### config.mk
export PLATFORM = sky130hd
export DESIGN_NAME = scan_mux
export DESIGN_NICKNAME = d
export VERILOG_FILES = /design/src/rtl/scan_mux_pkg.sv /design/src/rtl/scan_tick_gen.sv /design/src/rtl/scan_mux.sv
export SDC_FILE = /design/constraint.sdc
export NUM_CORES = 1
export LEC_CHECK = 0
export BUFFER_PORTS_ARGS = -buffer_cell sky130_fd_sc_hd__buf_2
export CAP_MARGIN = 30
export CORE_MARGIN = 2
export CORE_UTILIZATION = 31
export DETAILED_ROUTE_END_ITERATION = 12
export GPL_ROUTABILITY_DRIVEN = 0
export PLACE_DENSITY = 0.61
export SLEW_MARGIN = 20
export SYNTH_ARGS = -nofsm -noshare
export SYNTH_HDL_FRONTEND = slang
export SYNTH_SLANG_ARGS = --single-unit
export TNS_END_PERCENT = 5
### constraint.sdc
create_clock -name clk -period 2.6 [get_ports clk]
set_input_delay 0.13 -clock clk [delete_from_list [all_inputs] [get_ports clk]]
set_output_delay 0.13 -clock clk [all_outputs]
set_load 0.1 [all_outputs]
### src/rtl/scan_mux_pkg.sv
// Shared types and helpers for the scanning channel multiplexer.
// Holds the block state encoding, the mode input encodings and a width helper.
package scan_mux_pkg;

    typedef enum logic [1:0] {
        OFF    = 2'd0,
        MANUAL = 2'd1,
        SCAN   = 2'd2
    } state_t;

    localparam logic MODE_MANUAL = 1'b0;
    localparam logic MODE_SCAN   = 1'b1;

    // Bits needed to index 'value' items; never less than one bit.
    function automatic int clog2(input int value);
        int result;
        int span;
        result = 0;
        span   = 1;
        while (span < value) begin
            span   = span * 2;
            result = result + 1;
        end
        return (result < 1) ? 1 : result;
    endfunction

endpackage

### src/rtl/scan_tick_gen.sv
// Dwell counter for the scan pointer: counts 0..DWELL-1 while run is high
// and raises tick on the terminal count; clear forces the count back to 0.
module scan_tick_gen
    import scan_mux_pkg::*;
#(
    parameter int DWELL = 1000
) (
    input  logic clk,
    input  logic clear,
    input  logic run,
    output logic tick
);

    localparam int CNT_WIDTH = clog2(DWELL);
    localparam logic [CNT_WIDTH-1:0] TERMINAL = CNT_WIDTH'(DWELL - 1);

    logic [CNT_WIDTH-1:0] count;

    assign tick = run && (count == TERMINAL);

    // A frozen count (run low, clear low) resumes exactly where it stopped.
    always_ff @(posedge clk) begin
        if (clear) begin
            count <= '0;
        end else if (run) begin
            count <= tick ? '0 : count + 1'b1;
        end
    end

endmodule

### src/rtl/scan_mux.sv
// Registered N-to-1 channel multiplexer with manual selection or timed
// round-robin scanning, plus one-hot/binary channel flags and a wrap pulse.
module scan_mux
    import scan_mux_pkg::*;
#(
    parameter  int DATA_WIDTH = 7,
    parameter  int CHANNELS   = 8,
    parameter  int DWELL      = 1000,
    localparam int SEL_WIDTH  = clog2(CHANNELS)
) (
    input  logic                           clk,
    input  logic                           reset_n,
    input  logic [CHANNELS*DATA_WIDTH-1:0] in_data,
    input  logic [SEL_WIDTH-1:0]           select,
    input  logic                           mode,
    input  logic                           enable,
    input  logic                           hold,
    output logic [DATA_WIDTH-1:0]          out,
    output logic [CHANNELS-1:0]            chan_onehot,
    output logic [SEL_WIDTH-1:0]           chan_index,
    output logic                           out_valid,
    output logic                           wrap
);

    localparam logic [SEL_WIDTH-1:0] LAST_CHAN = SEL_WIDTH'(CHANNELS - 1);
    localparam logic [CHANNELS-1:0]  ONE_HOT0  = CHANNELS'(1);

    state_t                 state_q;
    state_t                 state_d;
    logic [SEL_WIDTH-1:0]   ptr_q;
    logic [SEL_WIDTH-1:0]   ptr_d;
    logic [SEL_WIDTH-1:0]   idx_d;
    logic                   valid_d;
    logic                   wrap_d;
    logic [DATA_WIDTH-1:0]  out_d;
    logic [CHANNELS-1:0]    onehot_d;
    logic                   sel_legal;
    logic                   scan_continue;
    logic                   tick_clear;
    logic                   tick_run;
    logic                   tick;

    assign sel_legal = (int'(select) < CHANNELS);

    always_comb begin
        state_d = OFF;
        if (enable) begin
            state_d = (mode == MODE_SCAN) ? SCAN : MANUAL;
        end
    end

    always_ff @(posedge clk) begin
        if (!reset_n) begin
            state_q <= OFF;
        end else begin
            state_q <= state_d;
        end
    end

    // The first cycle of any scan run only loads the pointer, so every
    // entry into SCAN (including after reset) starts with a full dwell.
    assign scan_continue = (state_d == SCAN) && (state_q == SCAN);
    assign tick_clear    = !reset_n || !scan_continue;
    assign tick_run      = reset_n && scan_continue && !hold;

    scan_tick_gen #(
        .DWELL (DWELL)
    ) u_tick_gen (
        .clk   (clk),
        .clear (tick_clear),
        .run   (tick_run),
        .tick  (tick)
    );

    always_comb begin
        ptr_d   = '0;
        idx_d   = '0;
        valid_d = 1'b0;
        wrap_d  = 1'b0;
        case (state_d)
            MANUAL: begin
                if (sel_legal) begin
                    idx_d   = select;
                    valid_d = 1'b1;
                end
            end
            SCAN: begin
                if (state_q != SCAN) begin
                    ptr_d = (state_q == MANUAL && sel_legal) ? select : '0;
                end else if (tick) begin
                    ptr_d  = (ptr_q == LAST_CHAN) ? '0 : ptr_q + 1'b1;
                    wrap_d = (ptr_q == LAST_CHAN);
                end else begin
                    ptr_d = ptr_q;
                end
                idx_d   = ptr_d;
                valid_d = 1'b1;
            end
            default: begin
            end
        endcase
    end

    assign out_d    = valid_d ? in_data[idx_d*DATA_WIDTH +: DATA_WIDTH] : '0;
    assign onehot_d = valid_d ? (ONE_HOT0 << idx_d) : '0;

    always_ff @(posedge clk) begin
        if (!reset_n) begin
            ptr_q       <= '0;
            out         <= '0;
            chan_onehot <= '0;
            chan_index  <= '0;
            out_valid   <= 1'b0;
            wrap        <= 1'b0;
        end else begin
            ptr_q       <= ptr_d;
            out         <= out_d;
            chan_onehot <= onehot_d;
            chan_index  <= idx_d;
            out_valid   <= valid_d;
            wrap        <= wrap_d;
        end
    end

endmodule
# --- After elaboration in Yosys (flattened, before gate mapping) ---
# Index checks and enable logic that the tools add are counted.
totals:
  reg_bits: 35
  in_bits: 64
  wordCells: 44
classes:
  n_addsub: 2
  mul: 1
  eq_ne: 7
  n_shift: 2
  mux: 9
  n_bitwise: 3
  reduce_logical: 12
ops:
  columns: ["cell", "count"]
  rows:
  - ["indexed part select 56 x 7 -> 7 bit", 1]
  - ["2-to-1 mux 3 bit", 4]
  - ["adder 10 x 1 -> 10 bit (second input constant)", 1]
  - ["equality test 10 bit (second input constant)", 1]
  - ["2-to-1 mux 10 bit", 1]
  - ["left shift 1 x 3 -> 8 bit (first input constant)", 1]
  - ["multiplier 3 x 3 -> 6 bit (second input constant)", 1]
  - ["case mux 3 bit (2 select lines)", 1]
  - ["equality test 2 x 1 -> 1 bit (second input constant)", 2]
  - ["equality test 2 bit (second input constant)", 2]
  - ["logical AND 1 bit", 4]
  - ["2-to-1 mux 2 bit", 2]
  - ["AND reduction 2 bit", 2]
  - ["OR reduction 4 bit", 1]
  - ["adder 3 x 1 -> 3 bit (second input constant)", 1]
  - ["equality test 3 bit (second input constant)", 1]
  - ["logical NOT 1 bit", 3]
  - ["inverter 1 bit", 3]
  - ["inequality test 2 bit (second input constant)", 1]
  - ["OR reduction 2 bit", 1]
  - ["logical OR 1 bit", 1]
  - ["2-to-1 mux 1 bit", 1]

# --- Depth between registers and ports, before layout ---
logic_depth:
  ltp_word: 12
  mapped_depth: 10
  mapped_depth_nobuf: 9

# --- Cells and area by module ---
# Synthesis repeated with hierarchy kept, for this count alone.
unflattened:
  cells_unflattened: 242
  area_unflattened_um2: 2069.5
modules_own_cells:
  columns: ["mod", "instances", "cells_per_inst", "area_each_um2", "seq_area_each_um2"]
  rows:
  - ["scan_mux", 1, 188, 1554.0, 500.5]
  - ["scan_tick_gen", 1, 54, 515.5, 200.2]

# --- Worst setup path before layout ---
# No wires, ideal clock.
synth_path:
  path_type: "register to register"
  from: "register u_tick_gen.count[2]"
  to: "register out[4]"
  setup_ps: 82
  t_arrival_ps: 2222
  required_ps: 2518
  slack_ps: 296
  stages_incl_launch_ff: 8
  synth_period_minus_slack_ps: 2304
  path_cell_list: "dfxtp_1 > or3b_4 > nor4_4 > mux2i_1 > o22ai_4 > nor2_2 > nand2_1 > o221ai_1"
synth_between:
  elab_chain_cells: 7
synth_lines:
  columns: ["element", "line_no", "rtl"]
  rows:
  - ["start: declaration", "scan_tick_gen.sv:17", "logic [CNT_WIDTH-1:0] count;"]
  - ["start signal: assignment", "scan_tick_gen.sv:26", "count <= tick ? '0 : count + 1'b1;"]
  - ["equality test 10 bit", "scan_tick_gen.sv:19", "assign tick = run && (count == TERMINAL);"]
  - ["logical AND 1 bit", "scan_tick_gen.sv:19", null]
  - ["2-to-1 mux 3 bit", "scan_mux.sv:90", "end else if (tick) begin"]
  - ["2-to-1 mux 3 bit", "scan_mux.sv:88", "if (state_q != SCAN) begin"]
  - ["case mux 3 bit (2 select lines)", "scan_mux.sv:80", "case (state_d)"]
  - ["multiplier 3 x 3 -> 6 bit", "scan_mux.sv:104", "assign out_d = valid_d ? in_data[idx_d*DATA_WIDTH +: DATA_WIDTH] : '0;"]
  - ["indexed part select 56 x 7 -> 7 bit", "scan_mux.sv:104", null]
  - ["end signal: assignment", "scan_mux.sv:117", "out <= out_d;"]
  - ["end: declaration", "scan_mux.sv:18", "output logic [DATA_WIDTH-1:0] out,"]
# No other way between the ends.
# A chain may end at the register's enable or synchronous reset.

# --- Worst setup path after layout ---
layout_path:
  from: "register u_tick_gen.count[1]"
  to: "register out[3]"
# Same word-level chain as after synthesis.

==> metrics.txt <==
IO buf count=83; register area=701 sq um; number of synthesized flops with an enable pin=0; Final Slew Violations=0; vias in the first global route=1643; total number of vias=1667; worst path cell trace=ha_1, nand4b_1, nor4_4, buf_4, nor4_4, nor2_4, mux2i_1, o221ai_1; status=complete, no violations; # rows=27; Crit path max-delay family=simple AND/OR/NAND/NOR gates; endpoint class of the critical path=flip-flop; Fmax=415 MHz; filler instances=560; Via density=4.76; CTS max path bufs=2; H-tree Lvls=2; GRT overflow=0; Cell variety after synth=41; # diodes=0; Setup TNS=0 ps; Die ar.=0.00640 sq mm; final setup vio count=0; Async SR Flop Fraction=0%; height of the die=80.0 um; WHS=117 ps; Worst-Margin Slew=571 ps; top-count cell post-synth=dfxtp_1; io pins=84; core region area=0.00554 sq mm; CTS buffer count=5; antenna violations before repair=0; CTS tree=built; Placed Area=0.00230 sq mm; fraction of layout cells with a size suffix above 1=43.2%; post-synthesis sequential area ratio=39.1%; Total Routed Length=4810 um; Hold Vio Cnt, Final=0; Worst Path Class, Setup=flip-flop to flip-flop; DRC=0; most frequent CP cell=nor4_4; # hold bufs at CTS=0; multi-input logic area=0.00108 sq mm; Seq cells post-synth=35; Die X=80.0 um; Critical Path RT=2770 ps; worst path bufs/invs=1; wire length per cell=13.7 um; maximum vdd drop=286 uV; P_leak=1.11 nW; first-pass GRT wire length=7390 um; pin count of the biggest net entering global routing=36; Synth top cells by count=dfxtp_1 (35), mux2i_1 (31), nor2_1 (17); warnings from Yosys=0; Worst Setup Start Kind=flip-flop; final core occ=45.8%; DR pass1 iterations=4; initial core utilization=32.3%; arrival time worst endpoint=2580 ps; Synth Instances=180; worst min-delay path category=primary input to flip-flop; crit path time final=2410 ps; slowest stage cell, crit path=nor2_4; CTS root buf=clkbuf_8; Avg Cell Area, Syn=9.95 sq um; dpl hpwl=3640 um; fin worst setup slack=190 ps; PwrDens=552 mW/mm^2; Layout Skew=5.15 ps; top cells by area, synth=dfxtp_1 (39%), mux2i_1 (17%), nor2_1 (3.6%); Layout area overhead=41.6%; Clock Pin Slew Worst Setup and Hold Paths=70 ps; Setup WS pre-CTS=17.4 ps; post-synth top area share=39.1%; GRT Resource Usage Total=14.8%; fin area=0.00254 sq mm; Detail Route Antenna Nets=0; Synth Flop Type=dfxtp_1; net total in the final layout=344; Syn Nets=247; Worst-Skew Late Latency=290 ps; Mapped Area=0.00179 sq mm; cell taking the most area after synthesis=dfxtp_1; CP Max Fanout=17; final worst-path cycle share=92.7%; Crit path largest cell delay=450 ps; clk sinks=35; drt initial violations=58; max-cap violation count=0; Rel. slew slack=61.6%
-- stage by stage --
stage / instances / total power, mW
after floorplan: 180 / 0.742
after global placement: 335 / 0.815
after detailed placement: 335 / 0.816
after CTS: 343 / 1.40
after global routing: 350 / 1.46
final: 350 / 1.40
-- metal layers --
| layer | up-vias | share of wire (%) | global-route usage, % |
|---|---|---|---|
| li1 | 858 | - | - |
| met1 | 764 | 43 | 18.5 |
| met2 | 37 | 50 | 23.7 |
| met3 | 8 | 4.5 | 3.73 |
| met4 | 0 | 2.3 | 7.29 |
| met5 | - | 0 | 0 |
-- layout by cell type, fill, tap and decap left out, drive strengths merged --
| cell type | Yosys | final |
|---|---|---|
| nand4b | 2 | 2 |
| o211ai | 1 | 1 |
| o221ai | 7 | 7 |
| nor2 | 19 | 20 |
| and3b | 1 | 1 |
| or3b | 1 | 1 |
| nand3b | 1 | 1 |
| mux2i | 31 | 31 |
| nand2 | 17 | 17 |
| buf | 4 | 94 |
| nand4 | 4 | 4 |
| o2bb2ai | 1 | 1 |
| and3 | 4 | 4 |
| bufinv | 0 | 2 |
| nor3b | 2 | 2 |
| inv | 3 | 3 |
| xor2 | 6 | 6 |
| dfxtp | 35 | 35 |
| o21ai | 3 | 3 |
| o22ai | 1 | 1 |
| o22a | 7 | 7 |
| ha | 3 | 3 |
| nand2b | 1 | 1 |
| nor3 | 4 | 4 |
| a21oi | 8 | 8 |
| clkbuf | 1 | 6 |
| or3 | 4 | 4 |
| nand3 | 2 | 2 |
| nor4 | 2 | 2 |
| o21a | 1 | 1 |
| nor2b | 2 | 2 |
| and2 | 2 | 2 |
-- state kept, by name (all words and copies together) (netlist names) --
name	flops
u_tick_gen.count	10
chan_onehot	8
out	7
chan_index	3
ptr_q	3
state_q	2
out_valid	1
wrap	1
-- cells by family after synthesis --
logic type | synth area share, %
AOI/OAI and AO/OA | 12.9
xor gates and xnor gates | 2.93
adders and majority gates | 2.10
buffers and inverters | 2.44
DFF | 39.1
muxes | 17.3
and+or+nand+nor | 23.2
-- cell type report --
class	count	area share, %
multi-input cells	138	42.5
clock buffers	6	2.86
repair buffers	94	20.6
well taps	72	3.55
flip-flops and latches	35	27.6
inverters	3	0.444
clock inverters	2	2.37
-- worst paths after layout --
kind / startpoint / cells past startpoint / endpoint / slack [ps]
hold reg to reg: u_tick_gen.count[0]$_SDFFE_PP0P_ / 2 / u_tick_gen.count[0]$_SDFFE_PP0P_ / 510
setup reg to reg: u_tick_gen.count[1]$_SDFFE_PP0P_ / 8 / out[3]$_SDFF_PN0_ / 190
setup / recovery: u_tick_gen.count[1]$_SDFFE_PP0P_ / 8 / out[3]$_SDFF_PN0_ / 190
hold / removal: reset_n / 3 / ptr_q[0]$_SDFF_PN0_ / 120
-- repair_timing --
item / in CTS / in global routing
pin swaps: 0 / 3
setup endpoints to repair: 1 / 9
setup buffers: 0 / 6
resized for setup: 1 / 4
hold endpoints to repair: 0 / 0
cloned: 0 / 1
-- power by group --
group          total [mW]  internal [mW]  switching, mW
clock network       0.579          0.383          0.196
registers           0.555          0.550        0.00465
logic               0.265         0.0934          0.172
total                1.40           1.03          0.372
-- tightest hold or removal path: cells and delay by family --
| kind | cells | cell delay [ps] |
|---|---|---|
| buffers and inverters | 1 | 130 |
| AOI/OAI and AO/OA | 1 | 30 |
| and+or+nand+nor | 1 | 60 |
(Power assumes the default switching activity.)
